$ cat src/rtl/seq_priority_encoder_if.sv
// Handshake bundle for seq_priority_encoder: vector input side and index output side.
interface seq_priority_encoder_if #(
  parameter int unsigned N = 8
);
  localparam int unsigned W = $clog2(N);

  // Vector input channel
  logic         in_valid;
  logic         in_ready;
  logic [N-1:0] in_vec;

  // Index output channel
  logic         out_valid;
  logic         out_ready;
  logic [W-1:0] out_idx;
  logic         out_last;
  logic         out_none;

  // Producer of vectors / consumer of indices
  modport master (
    output in_valid,
    output in_vec,
    output out_ready,
    input  in_ready,
    input  out_valid,
    input  out_idx,
    input  out_last,
    input  out_none
  );

  // The encoder itself
  modport slave (
    input  in_valid,
    input  in_vec,
    input  out_ready,
    output in_ready,
    output out_valid,
    output out_idx,
    output out_last,
    output out_none
  );
endinterface

$ cat src/rtl/seq_priority_encoder.sv
// Sequential priority encoder: accepts an N-bit request vector, then emits the index of
// every set bit one beat at a time in MSB-first or LSB-first order. An all-zero vector
// yields a single "none" beat. Downstream may stall via out_ready; flush aborts a vector.
module seq_priority_encoder #(
  parameter int unsigned N         = 8,
  parameter bit          MSB_FIRST = 1'b1
) (
  input  logic                  clk,
  input  logic                  rst_n,
  input  logic                  flush,
  output logic                  busy,
  seq_priority_encoder_if.slave bus
);

  localparam int unsigned W = $clog2(N);

  typedef enum logic [0:0] {
    StIdle,
    StEmit
  } state_e;

  state_e       state_q, state_d;
  logic [N-1:0] pend_q, pend_d;
  logic         zero_q, zero_d;

  logic [W-1:0] sel_idx;
  logic [N-1:0] sel_mask;
  logic         single;
  logic         emitting;
  logic         accept;
  logic         beat;

  // Pick the highest (or lowest) set bit of the pending vector.
  always_comb begin
    sel_idx = '0;
    if (MSB_FIRST) begin
      // Ascending scan: last hit is the highest set bit.
      for (int i = 0; i < int'(N); i++) begin
        if (pend_q[i]) sel_idx = W'(i);
      end
    end else begin
      // Descending scan: last hit is the lowest set bit.
      for (int i = int'(N) - 1; i >= 0; i--) begin
        if (pend_q[i]) sel_idx = W'(i);
      end
    end
  end

  // Derived beat information: bit to clear and whether this is the final beat.
  always_comb begin
    sel_mask = {{(N-1){1'b0}}, 1'b1} << sel_idx;
    // Zero or one bit left; x & (x-1) strips the lowest set bit.
    single   = ((pend_q & (pend_q - {{(N-1){1'b0}}, 1'b1})) == '0);
    emitting = (state_q == StEmit);
    accept   = bus.in_valid && bus.in_ready;
    beat     = emitting && bus.out_ready;
  end

  // Handshake and status outputs; idx/last/none are forced to zero outside EMIT.
  always_comb begin
    bus.in_ready  = (state_q == StIdle) && !flush;
    bus.out_valid = emitting;
    bus.out_idx   = emitting ? sel_idx : '0;
    bus.out_last  = emitting && single;
    bus.out_none  = emitting && zero_q;
    busy          = emitting;
  end

  // Next-state logic; flush takes precedence over a coincident beat.
  always_comb begin
    state_d = state_q;
    pend_d  = pend_q;
    zero_d  = zero_q;
    unique case (state_q)
      StIdle: begin
        if (accept) begin
          pend_d  = bus.in_vec;
          zero_d  = (bus.in_vec == '0);
          state_d = StEmit;
        end
      end
      StEmit: begin
        if (flush) begin
          pend_d  = '0;
          zero_d  = 1'b0;
          state_d = StIdle;
        end else if (beat) begin
          pend_d = pend_q & ~sel_mask;
          if (single) begin
            pend_d  = '0;
            zero_d  = 1'b0;
            state_d = StIdle;
          end
        end
      end
      default: begin
        state_d = StIdle;
        pend_d  = '0;
        zero_d  = 1'b0;
      end
    endcase
  end

  // State and pending-vector registers.
  always_ff @(posedge clk or negedge rst_n) begin
    if (!rst_n) begin
      state_q <= StIdle;
      pend_q  <= '0;
      zero_q  <= 1'b0;
    end else begin
      state_q <= state_d;
      pend_q  <= pend_d;
      zero_q  <= zero_d;
    end
  end

endmodule

$ cat src/flat_wrapper.sv
// flat-port wrapper written by rule: the top's interface ports become plain ports
module seq_priority_encoder_flat 
#(
  parameter int unsigned N         = 8,
  parameter bit          MSB_FIRST = 1'b1
)
  (clk, rst_n, flush, busy, bus_in_valid, bus_in_vec, bus_out_ready, bus_in_ready, bus_out_valid, bus_out_idx, bus_out_last, bus_out_none);
  seq_priority_encoder_if #(.N(N)) bus_i ();
  input  logic clk;
  input  logic rst_n;
  input  logic flush;
  output logic busy;
  input wire logic [$bits(bus_i.in_valid)-1:0] bus_in_valid;
  input wire logic [$bits(bus_i.in_vec)-1:0] bus_in_vec;
  input wire logic [$bits(bus_i.out_ready)-1:0] bus_out_ready;
  output wire logic [$bits(bus_i.in_ready)-1:0] bus_in_ready;
  output wire logic [$bits(bus_i.out_valid)-1:0] bus_out_valid;
  output wire logic [$bits(bus_i.out_idx)-1:0] bus_out_idx;
  output wire logic [$bits(bus_i.out_last)-1:0] bus_out_last;
  output wire logic [$bits(bus_i.out_none)-1:0] bus_out_none;
  assign bus_i.in_valid = bus_in_valid;
  assign bus_i.in_vec = bus_in_vec;
  assign bus_i.out_ready = bus_out_ready;
  assign bus_in_ready = bus_i.in_ready;
  assign bus_out_valid = bus_i.out_valid;
  assign bus_out_idx = bus_i.out_idx;
  assign bus_out_last = bus_i.out_last;
  assign bus_out_none = bus_i.out_none;
  seq_priority_encoder #(.N(N), .MSB_FIRST(MSB_FIRST)) u_core (.clk(clk), .rst_n(rst_n), .flush(flush), .busy(busy), .bus(bus_i));
endmodule
$ cat config.mk
export PLATFORM = sky130hd
export DESIGN_NAME = seq_priority_encoder_flat
export DESIGN_NICKNAME = d
export VERILOG_FILES = /design/src/rtl/seq_priority_encoder_if.sv /design/src/rtl/seq_priority_encoder.sv /design/src/flat_wrapper.sv
export SDC_FILE = /design/constraint.sdc
export NUM_CORES = 1
export LEC_CHECK = 0
export ABC_AREA = 1
export CORE_MARGIN = 5
export CORE_UTILIZATION = 32
export DETAILED_ROUTE_END_ITERATION = 16
export GPL_ROUTABILITY_DRIVEN = 0
export REMOVE_ABC_BUFFERS = 1
export SLEW_MARGIN = 20
export SYNTH_ARGS = -nofsm -noshare
export SYNTH_HDL_FRONTEND = slang
export SYNTH_SLANG_ARGS = --single-unit
$ cat constraint.sdc
create_clock -name clk -period 1.85 [get_ports clk]
set_input_delay 0.37 -clock clk [delete_from_list [all_inputs] [get_ports clk]]
set_output_delay 0.37 -clock clk [all_outputs]
set_load 0.02 [all_outputs]
### Word level (Yosys, flattened, before mapping)

Cells that the tools add are included.

| word-level totals | value |
|---|---|
| flip-flop bits (word level) | 10 |
| input bits | 13 |
| output and inout bits | 8 |
| word-level logic and storage cells | 45 |

| cells by class | value |
|---|---|
| $add $sub $neg | 1 |
| equality and inequality tests | 3 |
| shift-type cells | 1 |
| mux-type cells | 23 |
| bitwise operators | 4 |
| reduce and logical (&&, ||, !) cells | 10 |

Operators by type and width:

| cell | count |
|---|---|
| 8-bit two-way mux | 4 |
| 3-bit two-way mux | 7 |
| 8-bit AND | 2 |
| 8-bit logical NOT | 2 |
| 8-bit case mux with 2 select lines | 1 |
| 1-bit two-way mux | 9 |
| 8-bit NOT | 1 |
| 1-bit by 3-bit left shift with 8-bit output, first input constant | 1 |
| 8-bit by 1-bit subtractor with 8-bit output, second input constant | 1 |
| 3-bit inequality test, second input constant | 2 |
| 1-bit logical AND | 5 |
| 1-bit case mux with 2 select lines | 2 |
| 3-bit AND reduction | 1 |
| 2-bit by 1-bit inequality test with 1-bit output, second input constant | 1 |
| 2-bit AND reduction | 1 |
| 1-bit logical NOT | 1 |
| 1-bit NOT | 1 |

### Logic depth before layout (Yosys ltp)

Gate-level depths: netlist of run 1.

| logic depth | value |
|---|---|
| word-level depth | 14 |
| depth in mapped cells | 10 |
| mapped depth without buffers | 10 |

### Worst setup path before layout of run 1

Ideal clock, no wire load.

| path | value |
|---|---|
| kind | register -> output |
| start point | reg u_core.pend_q[4] |
| end point | out bus_out_last |
| arrival | 1125 ps |
| required time | 1480 ps |
| slack | 355 ps |
| stages on the path, launching flop included | 6 |
| path buffers | 0 |
| path through | dfrtp_1 > nor2_4 > nand2_1 > nand2_1 > nand4_2 > nor2_1 |

| on the way | value |
|---|---|
| cells in the longest elaborated chain, start to end | 4 |

Ends and longest elaborated chain:

| what | line | text |
|---|---|---|
| start, declared | seq_priority_encoder.sv:23 | `logic [N-1:0] pend_q, pend_d;` |
| start signal, assigned | seq_priority_encoder.sv:112 | `pend_q <= pend_d;` |
| 8-bit by 1-bit subtractor with 8-bit output | seq_priority_encoder.sv:53 | `single = ((pend_q & (pend_q - {{(N-1){1'b0}}, 1'b1})) == '0);` |
| 8-bit AND * | seq_priority_encoder.sv:53 |  |
| 8-bit logical NOT * | seq_priority_encoder.sv:53 |  |
| 1-bit logical AND * | seq_priority_encoder.sv:64 | `bus.out_last = emitting && single;` |
| end, declared | flat_wrapper.sv:19 | `output wire logic [$bits(bus_i.out_last)-1:0] bus_out_last;` |

Mark *: on every way between the ends. The rest lies on a longest branch, timed or not.

### Worst setup path after layout of run 1

Same ends and word-level chain as after synthesis.

==> impl_metrics.xml, run 1 <==
<?xml version="1.0" encoding="UTF-8"?>
<metrics>
  <group name="status">
    <metric name="outcome" unit="">finished clean</metric>
  </group>
  <group name="final_layout">
    <metric name="antenna_cells" unit="">0</metric>
    <metric name="layout-drive-gt1-share" unit="%">31.2</metric>
    <metric name="final_nets" unit="">171</metric>
    <metric name="layoutNonFillerInstCount" unit="">185</metric>
    <metric name="design_area" unit="µm²">1160</metric>
    <metric name="final_cell_mix" unit="">sky130_fd_sc_hd__nand2_1 (43), sky130_fd_sc_hd__buf_4 (20), sky130_fd_sc_hd__clkdlybuf4s50_1 (15)</metric>
    <metric name="area.growth.synth_to_final" unit="%">52.5</metric>
    <metric name="final_common_cell" unit="">sky130_fd_sc_hd__nand2_1</metric>
  </group>
  <group name="sta">
    <metric name="hold_viol" unit="">0</metric>
    <metric name="setup_viol_count_final" unit="">0</metric>
    <metric name="tightestPinTransition" unit="ns">0.476</metric>
    <metric name="finalCriticalPeriod" unit="ns">1.79</metric>
    <metric name="slew_violations" unit="">0</metric>
    <metric name="timing.final.crit_share" unit="%">96.8</metric>
    <metric name="unrepaired_setup_endpoints_after_global_routing" unit="">yes</metric>
    <metric name="slew-limit-headroom" unit="%">68.2</metric>
    <metric name="max_freq" unit="MHz">558</metric>
    <metric name="finClkSkew" unit="ns">0.00360</metric>
  </group>
  <group name="grt">
    <metric name="global_route_usage_over_all_layers" unit="%">13.3</metric>
    <metric name="grt_antenna_before_repair" unit="">0</metric>
    <metric name="first_global_vias" unit="">849</metric>
    <metric name="grt_pass1_wl" unit="mm">3.50</metric>
    <metric name="grt_max_degree" unit="">11</metric>
    <metric name="grt.overflow.total" unit="">0</metric>
  </group>
  <group name="place">
    <metric name="detailed_place_hpwl" unit="mm">1.68</metric>
    <metric name="placed_cells_incl_taps" unit="">179</metric>
    <metric name="placement.cell_area" unit="µm²">1100</metric>
    <metric name="portBuffers" unit="">20</metric>
  </group>
  <group name="route">
    <metric name="iteration_count_of_the_initial_detailed_routing_pass" unit="">4</metric>
    <metric name="ant_nets" unit="">0</metric>
    <metric name="post_drt_via_cell_ratio" unit="">4.62</metric>
    <metric name="postRouteWirelength" unit="mm">2.04</metric>
    <metric name="detail_route.drc_violations" unit="">0</metric>
    <metric name="dr_total_vias" unit="">854</metric>
    <metric name="drt-wirelength-per-cell" unit="µm">11.0</metric>
    <metric name="detail_route.iter0.violations" unit="">23</metric>
  </group>
  <group name="job">
    <metric name="number_of_maximum_capacitance_constraint_violations" unit="">0</metric>
  </group>
  <group name="critical_path">
    <metric name="cp_data_arrival_time" unit="ns">1.42</metric>
    <metric name="critical_path_cell_sequence" unit="">nor2_4 &gt; nand2_1 &gt; nand2_1 &gt; nand4_2 &gt; nor2_1 &gt; buf_4</metric>
    <metric name="cp_slowest_cell" unit="">sky130_fd_sc_hd__dfrtp_2</metric>
    <metric name="cp-start-kind" unit="">register</metric>
    <metric name="timing.critical_path.required" unit="ns">1.48</metric>
    <metric name="cp_peak_stage_delay" unit="ns">0.44</metric>
    <metric name="crit_path_end_kind" unit="">primary output</metric>
    <metric name="critical_path.most_common_cell" unit="">sky130_fd_sc_hd__nand2_1</metric>
    <metric name="critPathKind" unit="">register to primary output</metric>
    <metric name="timing.critical_path.fanout_max" unit="">4</metric>
  </group>
  <group name="synthesis">
    <metric name="synthCells" unit="">116</metric>
    <metric name="netlist_top_cells_area" unit="">sky130_fd_sc_hd__dfrtp_1 (33%), sky130_fd_sc_hd__nand2_1 (22%), sky130_fd_sc_hd__inv_1 (6.4%)</metric>
    <metric name="warnings_synthesis" unit="">0</metric>
    <metric name="post_synth.cell_area_avg" unit="µm²">6.56</metric>
    <metric name="synthDominantAreaCellType" unit="">sky130_fd_sc_hd__dfrtp_1</metric>
    <metric name="netlist-cell-type-count" unit="">23</metric>
    <metric name="synth.yosys.seq_area_share" unit="%">32.9</metric>
    <metric name="ys_seq_elements" unit="">10</metric>
    <metric name="synth.top_cell.area_share" unit="%">32.9</metric>
    <metric name="netlist_area" unit="µm²">761</metric>
  </group>
  <group name="die">
    <metric name="core-area" unit="µm²">2230</metric>
    <metric name="io_pins" unit="">21</metric>
    <metric name="die_footprint" unit="µm²">3450</metric>
    <metric name="die-height" unit="µm">58.8</metric>
    <metric name="floorplan.die.width" unit="µm">58.8</metric>
    <metric name="core.rowCount" unit="">17</metric>
    <metric name="start_util" unit="%">34.1</metric>
  </group>
  <group name="power_and_ir_drop">
    <metric name="seqPwrFrac" unit="%">21.1</metric>
    <metric name="vdd_drop_max" unit="µV">892</metric>
    <metric name="design_power_total" unit="mW">1.95</metric>
    <metric name="power.share.clock" unit="%">10.4</metric>
    <metric name="cellPowerDensity" unit="nW/µm²">1690</metric>
    <metric name="internal-power" unit="mW">1.05</metric>
    <metric name="p_sw" unit="µW">906</metric>
    <metric name="p_leak" unit="nW">0.600</metric>
    <metric name="netSwitchingFraction" unit="%">46.3</metric>
    <metric name="combPwrFrac" unit="%">68.4</metric>
  </group>
  <group name="clocking">
    <metric name="clock-sinks" unit="">10</metric>
    <metric name="ctsRootBufferMaster" unit="">sky130_fd_sc_hd__clkbuf_4</metric>
    <metric name="cts_inserted_buffers" unit="">3</metric>
    <metric name="clk_pin_slew" unit="ns">0.07</metric>
    <metric name="cts_tree" unit="">built</metric>
    <metric name="htreeDepth" unit="">1</metric>
    <metric name="worst_skew_pair.late_latency" unit="ns">0.28</metric>
    <metric name="clockBufferDepth" unit="">2</metric>
  </group>
  <group name="hold_path">
    <metric name="class_of_the_worst_hold_path" unit="">input pin to async pin</metric>
  </group>
</metrics>
## stage by stage
| step | setup slack [ns] | utilization, % | hold slack [ns] | TNS [ns] |
|---|---|---|---|---|
| global route | -0.0341 | 51.9 | 0.451 | -0.0466 |
| global placement | -0.101 | 49.5 | 0.464 | -0.209 |
| floorplan | 0.167 | - | 0.0744 | 0 |
| CTS | 0.0208 | 51.1 | 0.429 | 0 |
| detailed placement | -0.150 | 49.5 | 0.475 | -0.241 |
| finish | 0.0585 | 51.9 | 0.414 | 0 |
## state kept, by name (all words and copies together) (netlist names)
name,flops
u_core.pend_q,8
u_core.zero_q,1
u_core.bus.out_valid,1
## cell usage after synthesis (all sizes together)
master / n
a21oi: 3
a31oi: 2
nor2: 9
nor4: 1
nand4: 3
nand2: 49
dfrtp: 10
nand3: 8
buf: 2
o21ai: 9
inv: 18
o211ai: 1
or2: 1
## routing by layer
layer | track usage [%] | wire, µm | vias up
met1 | 15.6 | 914 | 368
met3 | 2.63 | 106 | 5
met4 | 7.77 | 46 | 0
li1 | - | - | 451
met5 | 0 | 0 | -
met2 | 22.2 | 968 | 30
## cell type report
cell class | instances | area [µm²]
Tap cell | 28 | 35.0
Sequential cell | 10 | 253
Multi-Input combinational cell | 86 | 434
Clock buffer | 4 | 36.3
Fill cell | 228 | 1070
Timing Repair Buffer | 39 | 334
Inverter | 18 | 67.6
## timing repair
item,CTS,global route
buffers inserted,1,1
resized for setup,16,7
hold buffers,0,0
pin swaps,1,1
endpoints found under the setup margin,6,4
hold endpoints to repair,0,0
## path summary, 6_finish.rpt
kind | slack, ns | cells after the start | to | startpoint
worst max-delay path | 0.06 | 6 | bus_out_last | u_core.pend_q[4]$_DFFE_PN0P_
worst min-delay path | 0.41 | 1 | u_core.pend_q[1]$_DFFE_PN0P_ | rst_n
worst max register to register | 0.47 | 10 | u_core.pend_q[1]$_DFFE_PN0P_ | u_core.pend_q[6]$_DFFE_PN0P_
worst min register to register | 0.49 | 2 | u_core.zero_q$_DFFE_PN0P_ | u_core.zero_q$_DFFE_PN0P_
max in group asynchronous | 1.08 | 1 | u_core.pend_q[4]$_DFFE_PN0P_ | rst_n
min in group clk | 0.49 | 2 | u_core.zero_q$_DFFE_PN0P_ | u_core.zero_q$_DFFE_PN0P_
## cell families after synthesis
group	Yosys count	synth area share, %
flops	10	32.9
simple gates	71	44.7
buf+inv	20	11.3
compound gates	15	11.0
## power groups by stage
stage | Combinational, mW | Sequential, mW | Clock, mW
final | 1.34 | 0.413 | 0.204
after global routing | 1.47 | 0.431 | 0.224
after CTS | 1.30 | 0.412 | 0.209
after detailed placement | 1.31 | 0.412 | 0
after global placement | 1.30 | 0.411 | 0
after floorplan | 0.667 | 0.451 | 0
## critical path: cells and delay by family, from the launching register on
family / cells / cell delay (ns)
DFF: 1 / 0.44
buffers and inverters: 1 / 0.15
and+or+nand+nor: 5 / 0.56
(Power assumes the default switching activity.)
==> run 2: changes to the inputs <==
--- a/config.mk
+++ b/config.mk
@@ -15,3 +15,4 @@
 export SYNTH_ARGS = -nofsm -noshare
 export SYNTH_HDL_FRONTEND = slang
 export SYNTH_SLANG_ARGS = --single-unit
+export TNS_END_PERCENT = 5
==> run 2 against run 1 <==
- critical path depth is 1 higher
- non-clock buffer count stayed put
- global-route usage stayed put
- final cell count stayed put
- power is 0.82% lower
- clock skew hardly changed
- via count is 0.23% lower
==> impl_metrics.xml, run 2 (synthesized netlist as in run 1, its figures left out) <==
<?xml version="1.0" encoding="UTF-8"?>
<metrics>
  <group name="route">
    <metric name="detail_route.iter0.violations" unit="">20</metric>
    <metric name="dr_total_vias" unit="">852</metric>
    <metric name="iteration_count_of_the_initial_detailed_routing_pass" unit="">4</metric>
    <metric name="post_drt_via_cell_ratio" unit="">4.61</metric>
    <metric name="detail_route.drc_violations" unit="">0</metric>
    <metric name="ant_nets" unit="">0</metric>
    <metric name="postRouteWirelength" unit="mm">2.03</metric>
    <metric name="drt-wirelength-per-cell" unit="µm">11.0</metric>
  </group>
  <group name="clocking">
    <metric name="cts_inserted_buffers" unit="">3</metric>
    <metric name="worst_skew_pair.late_latency" unit="ns">0.28</metric>
    <metric name="ctsRootBufferMaster" unit="">sky130_fd_sc_hd__clkbuf_4</metric>
    <metric name="cts_tree" unit="">built</metric>
    <metric name="cts_stage_hold_buffer_count" unit="">0</metric>
    <metric name="clockBufferDepth" unit="">2</metric>
    <metric name="htreeDepth" unit="">1</metric>
    <metric name="clock-sinks" unit="">10</metric>
    <metric name="clk_pin_slew" unit="ns">0.07</metric>
  </group>
  <group name="sta">
    <metric name="setup_total_negative_slack" unit="ns">0</metric>
    <metric name="slew-limit-headroom" unit="%">68.2</metric>
    <metric name="finClkSkew" unit="ns">0.00346</metric>
    <metric name="slew_violations" unit="">0</metric>
    <metric name="max_freq" unit="MHz">543</metric>
    <metric name="tightestPinTransition" unit="ns">0.476</metric>
    <metric name="timing.final.crit_share" unit="%">99.6</metric>
    <metric name="finalCriticalPeriod" unit="ns">1.84</metric>
    <metric name="finalWorstSetupSlack" unit="ns">0.00741</metric>
    <metric name="whs" unit="ns">0.416</metric>
    <metric name="setup_viol_count_final" unit="">0</metric>
    <metric name="hold_viol" unit="">0</metric>
    <metric name="unrepaired_setup_endpoints_after_global_routing" unit="">yes</metric>
  </group>
  <group name="final_layout">
    <metric name="layoutNonFillerInstCount" unit="">185</metric>
    <metric name="final_common_cell" unit="">sky130_fd_sc_hd__nand2_1</metric>
    <metric name="final_nets" unit="">171</metric>
    <metric name="antenna_cells" unit="">0</metric>
    <metric name="layout-drive-gt1-share" unit="%">29.9</metric>
    <metric name="largest_register_ffs" unit="">8</metric>
    <metric name="area.growth.synth_to_final" unit="%">52.0</metric>
    <metric name="registers.top_by_ff_count" unit="">u_core.pend_q</metric>
    <metric name="final_cell_mix" unit="">sky130_fd_sc_hd__nand2_1 (43), sky130_fd_sc_hd__buf_4 (20), sky130_fd_sc_hd__clkdlybuf4s50_1 (15)</metric>
  </group>
  <group name="place">
    <metric name="detailed_place_hpwl" unit="mm">1.68</metric>
    <metric name="placed_cells_incl_taps" unit="">179</metric>
    <metric name="portBuffers" unit="">20</metric>
    <metric name="post-place-ws" unit="ns">-0.150</metric>
  </group>
  <group name="die">
    <metric name="floorplan.die.width" unit="µm">58.8</metric>
    <metric name="die-height" unit="µm">58.8</metric>
    <metric name="start_util" unit="%">34.1</metric>
    <metric name="core.rowCount" unit="">17</metric>
    <metric name="die_footprint" unit="µm²">3450</metric>
    <metric name="core-area" unit="µm²">2230</metric>
    <metric name="io_pins" unit="">21</metric>
  </group>
  <group name="power_and_ir_drop">
    <metric name="combPwrFrac" unit="%">68.4</metric>
    <metric name="p_sw" unit="µW">897</metric>
    <metric name="vdd_drop_max" unit="µV">904</metric>
    <metric name="power.share.clock" unit="%">10.5</metric>
    <metric name="internal-power" unit="mW">1.04</metric>
    <metric name="netSwitchingFraction" unit="%">46.3</metric>
    <metric name="p_leak" unit="nW">0.599</metric>
    <metric name="seqPwrFrac" unit="%">21.1</metric>
    <metric name="cellPowerDensity" unit="nW/µm²">1680</metric>
    <metric name="design_power_total" unit="mW">1.94</metric>
  </group>
  <group name="critical_path">
    <metric name="crit_path_end_kind" unit="">primary output</metric>
    <metric name="timing.critical_path.fanout_max" unit="">2</metric>
    <metric name="rr_worst_depth" unit="">10</metric>
    <metric name="critPathKind" unit="">register to primary output</metric>
    <metric name="cp_data_arrival_time" unit="ns">1.47</metric>
    <metric name="cp-start-kind" unit="">register</metric>
    <metric name="timing.critical_path.required" unit="ns">1.48</metric>
  </group>
  <group name="grt">
    <metric name="grt.overflow.total" unit="">0</metric>
    <metric name="grt_antenna_before_repair" unit="">0</metric>
    <metric name="grt_pass1_wl" unit="mm">3.50</metric>
    <metric name="first_global_vias" unit="">846</metric>
    <metric name="grt_max_degree" unit="">11</metric>
    <metric name="global_route_usage_over_all_layers" unit="%">13.3</metric>
  </group>
  <group name="status">
    <metric name="outcome" unit="">finished clean</metric>
  </group>
  <group name="hold_path">
    <metric name="class_of_the_worst_hold_path" unit="">input pin to async pin</metric>
  </group>
  <group name="job">
    <metric name="number_of_maximum_capacitance_constraint_violations" unit="">0</metric>
  </group>
</metrics>
run 2: critical path: stages (launching register included):
cell and delay, ns:
sky130_fd_sc_hd__dfrtp_1 0.41, sky130_fd_sc_hd__buf_4 0.15, sky130_fd_sc_hd__nand2_1 0.09, sky130_fd_sc_hd__nand2_1 0.06
sky130_fd_sc_hd__nand2_1 0.08, sky130_fd_sc_hd__nand4_2 0.13, sky130_fd_sc_hd__nor2_1 0.12, sky130_fd_sc_hd__buf_4 0.15
run 2: what timing repair did:
| item | 4_1_cts | 5_1_grt |
|---|---|---|
| pin swaps | 0 | 1 |
| gates resized for setup | 13 | 8 |
| setup buffers | 0 | 2 |
| setup endpoints to repair | 6 | 4 |
run 2: final timing paths:
| path | slack [ns] | end | start |
|---|---|---|---|
| max | 0.007 | bus_out_last | u_core.pend_q[7]$_DFFE_PN0P_ |
| min | 0.42 | u_core.pend_q[1]$_DFFE_PN0P_ | rst_n |
| max reg2reg | 0.45 | u_core.pend_q[1]$_DFFE_PN0P_ | u_core.pend_q[7]$_DFFE_PN0P_ |
| min reg2reg | 0.49 | u_core.zero_q$_DFFE_PN0P_ | u_core.zero_q$_DFFE_PN0P_ |
| max in group asynchronous | 1.09 | u_core.bus.out_valid$_DFF_PN0_ | rst_n |
| min in group clk | 0.49 | u_core.zero_q$_DFFE_PN0P_ | u_core.zero_q$_DFFE_PN0P_ |
run 2: power by group through the flow:
stage	Clock [mW]	Combinational [mW]	Sequential, mW
6_report	0.204	1.33	0.409
3_5_place_dp	0	1.31	0.412
2_1_floorplan	0	0.667	0.451
4_1_cts	0.209	1.27	0.412
5_1_grt	0.224	1.46	0.428
3_3_place_gp	0	1.30	0.411
run 2: final cells by class:
type | count | area, µm²
fill | 226 | 1080
multi-input combinational | 86 | 430
timing repair buffer | 39 | 335
sequential | 10 | 251
inverter | 18 | 67.6
clock buffer | 4 | 36.3
tap | 28 | 35.0
run 2: stage by stage:
step	area [µm²]	utilization (%)
finish	1160	51.8
global route	1160	51.8
CTS	1130	50.5
detailed placement	1100	49.5
global placement	1100	49.5
floorplan	742	-
run 2: per-layer routing:
metal  vias up  global-route usage [%]  wire length, µm
li1        452                       -                -
met4         0                    7.77               62
met3         7                    2.63               94
met5         -                       0                0
met1       369                    15.6              910
met2        24                    22.2              958
==> run 3: changes to the inputs <==
==> constraint.sdc (replaced) <==
create_clock -name clk -period 2 [get_ports clk]
set_input_delay 0.4 -clock clk [delete_from_list [all_inputs] [get_ports clk]]
set_output_delay 0.4 -clock clk [all_outputs]
set_load 0.02 [all_outputs]
==> run 3 against run 2 <==
- power fell by 17%
- hold slack better by 0.044 ns
- clock power is 32% lower
- sequential cell count unchanged
- critical path type unchanged
- count of clock-buffer cells in the layout fell by 1
- first-iteration DRC count shrank 5.0%
- routed wire length grew 4.5%
- critical path depth fell by 3
- cell area decreased by 7.5%
- die area stayed put
- sequential power fell by 8.1%
- largest power group unchanged
- critical endpoint is now bus_out_none
- register-to-register slack improved by 0.18 ns
==> impl_metrics.xml, run 3 (synthesized netlist as in run 1, its figures left out) <==
<?xml version="1.0" encoding="UTF-8"?>
<metrics>
  <group name="status">
    <metric name="outcome" unit="">finished clean</metric>
  </group>
  <group name="grt">
    <metric name="grt.overflow.total" unit="">0</metric>
    <metric name="grt_max_degree" unit="">11</metric>
    <metric name="global_route_usage_over_all_layers" unit="%">14.3</metric>
    <metric name="grt_pass1_wl" unit="mm">3.73</metric>
    <metric name="grt_antenna_before_repair" unit="">0</metric>
    <metric name="first_global_vias" unit="">853</metric>
  </group>
  <group name="critical_path">
    <metric name="cp-start-kind" unit="">register</metric>
    <metric name="cp_slowest_cell" unit="">sky130_fd_sc_hd__clkdlybuf4s50_1</metric>
    <metric name="crit_path_end_kind" unit="">primary output</metric>
    <metric name="worst_setup_path_startpoint" unit="">u_core.bus.out_valid$_DFF_PN0_</metric>
    <metric name="timing.critical_path.required" unit="ns">1.60</metric>
    <metric name="ff2ff_setup_slack" unit="ns">0.63</metric>
    <metric name="critical_path_cell_sequence" unit="">buf_4 &gt; nand2_1 &gt; inv_1 &gt; clkdlybuf4s50_1</metric>
    <metric name="r2r-start" unit="">u_core.bus.out_valid$_DFF_PN0_</metric>
    <metric name="r2r-end" unit="">u_core.pend_q[6]$_DFFE_PN0P_</metric>
    <metric name="rr_worst_depth" unit="">8</metric>
    <metric name="path_delay_family" unit="">buffers and inverters</metric>
    <metric name="critPathBufInv" unit="">3</metric>
    <metric name="cp_peak_stage_delay" unit="ns">0.59</metric>
    <metric name="timing.critical_path.fanout_max" unit="">6</metric>
    <metric name="cp_data_arrival_time" unit="ns">1.50</metric>
    <metric name="critPathKind" unit="">register to primary output</metric>
  </group>
  <group name="die">
    <metric name="core-area" unit="µm²">2230</metric>
    <metric name="io_pins" unit="">21</metric>
    <metric name="floorplan.die.width" unit="µm">58.8</metric>
    <metric name="die_footprint" unit="µm²">3450</metric>
    <metric name="core.rowCount" unit="">17</metric>
    <metric name="die-height" unit="µm">58.8</metric>
    <metric name="start_util" unit="%">34.1</metric>
  </group>
  <group name="sta">
    <metric name="slew-limit-headroom" unit="%">67.2</metric>
    <metric name="max_freq" unit="MHz">528</metric>
    <metric name="tightestPinTransition" unit="ns">0.491</metric>
    <metric name="timing.final.crit_share" unit="%">94.8</metric>
    <metric name="unrepaired_setup_endpoints_after_global_routing" unit="">no</metric>
    <metric name="finalWorstSetupSlack" unit="ns">0.105</metric>
    <metric name="slew_violations" unit="">0</metric>
    <metric name="hold_viol" unit="">0</metric>
    <metric name="setup_viol_count_final" unit="">0</metric>
    <metric name="finalCriticalPeriod" unit="ns">1.90</metric>
    <metric name="finClkSkew" unit="ns">0.00852</metric>
    <metric name="setup_total_negative_slack" unit="ns">0</metric>
  </group>
  <group name="final_layout">
    <metric name="layoutNonFillerInstCount" unit="">175</metric>
    <metric name="antenna_cells" unit="">0</metric>
    <metric name="postLayoutCoreUtil" unit="%">47.9</metric>
    <metric name="area.growth.synth_to_final" unit="%">40.6</metric>
    <metric name="final_cell_mix" unit="">sky130_fd_sc_hd__nand2_1 (44), sky130_fd_sc_hd__clkdlybuf4s50_1 (15), sky130_fd_sc_hd__inv_1 (13)</metric>
    <metric name="registers.top_by_ff_count" unit="">u_core.pend_q</metric>
    <metric name="largest_register_ffs" unit="">8</metric>
    <metric name="final_common_cell" unit="">sky130_fd_sc_hd__nand2_1</metric>
    <metric name="layout-drive-gt1-share" unit="%">23.1</metric>
    <metric name="final_nets" unit="">162</metric>
  </group>
  <group name="clocking">
    <metric name="worst_skew_pair.late_latency" unit="ns">0.27</metric>
    <metric name="post_cts_buffers" unit="">0</metric>
    <metric name="clock-sinks" unit="">10</metric>
    <metric name="ctsRootBufferMaster" unit="">sky130_fd_sc_hd__clkbuf_4</metric>
    <metric name="clk_pin_slew" unit="ns">0.07</metric>
    <metric name="cts_stage_hold_buffer_count" unit="">0</metric>
    <metric name="cts_tree" unit="">built</metric>
    <metric name="cts_inserted_buffers" unit="">3</metric>
    <metric name="clockBufferDepth" unit="">2</metric>
    <metric name="htreeDepth" unit="">1</metric>
  </group>
  <group name="route">
    <metric name="iteration_count_of_the_initial_detailed_routing_pass" unit="">4</metric>
    <metric name="post_drt_via_cell_ratio" unit="">4.71</metric>
    <metric name="postRouteWirelength" unit="mm">2.12</metric>
    <metric name="detail_route.iter0.violations" unit="">19</metric>
    <metric name="drt-wirelength-per-cell" unit="µm">12.1</metric>
    <metric name="dr_total_vias" unit="">824</metric>
    <metric name="ant_nets" unit="">0</metric>
    <metric name="detail_route.drc_violations" unit="">0</metric>
  </group>
  <group name="power_and_ir_drop">
    <metric name="p_leak" unit="nW">0.559</metric>
    <metric name="design_power_total" unit="mW">1.61</metric>
    <metric name="cellPowerDensity" unit="nW/µm²">1510</metric>
    <metric name="vdd_drop_max" unit="µV">614</metric>
  </group>
  <group name="place">
    <metric name="detailed_place_hpwl" unit="mm">1.73</metric>
    <metric name="portBuffers" unit="">20</metric>
    <metric name="placed_cells_incl_taps" unit="">172</metric>
    <metric name="post-place-ws" unit="ns">0.0246</metric>
  </group>
  <group name="hold_path">
    <metric name="class_of_the_worst_hold_path" unit="">input pin to async pin</metric>
  </group>
  <group name="job">
    <metric name="number_of_maximum_capacitance_constraint_violations" unit="">0</metric>
  </group>
</metrics>
-- run 3: routing by layer --
metal  track usage (%)  up-vias  wire length (µm)
li1                  -      427                 -
met1              17.0      361               937
met2              22.9       30               982
met3              4.39        6               139
met4              7.77        0                59
met5                 0        -                 0
-- run 3: timing repair --
item	4_1_cts	5_1_grt
gates resized for setup	5	6
cloned	0	0
endpoints found under the hold margin	0	0
endpoints found under the setup margin	4	4
-- run 3: area by class of cell --
| class | count | area (µm²) |
|---|---|---|
| well taps | 28 | 35.0 |
| repair buffers | 30 | 267 |
| fillers | 243 | 1160 |
| inverters | 18 | 67.6 |
| flip-flops and latches | 10 | 250 |
| clock buffers | 3 | 22.5 |
| multi-input cells | 86 | 428 |
-- run 3: metrics by stage --
stage / hold slack [ns] / area, µm²
global route: 0.489 / 1070
CTS: 0.476 / 1070
finish: 0.460 / 1070
floorplan: 0.104 / 742
global placement: 0.461 / 1050
detailed placement: 0.465 / 1050
-- run 3: worst max-delay path by stage --
stage,end,slack [ns],depth (start not counted)
2_1_floorplan,bus_out_idx[0],0.29,2
3_3_place_gp,bus_out_idx[0],0.02,8
3_5_place_dp,bus_out_last,0.02,6
4_1_cts,bus_out_idx[0],0.004,8
5_1_grt,bus_out_idx[1],0.009,5
6_report,bus_out_none,0.10,4
-- run 3: report_power, final --
part / switching (mW) / total, mW / internal, mW
Sequential: 0.0924 / 0.376 / 0.284
Clock: 0.0686 / 0.138 / 0.0694
Combinational: 0.646 / 1.10 / 0.450
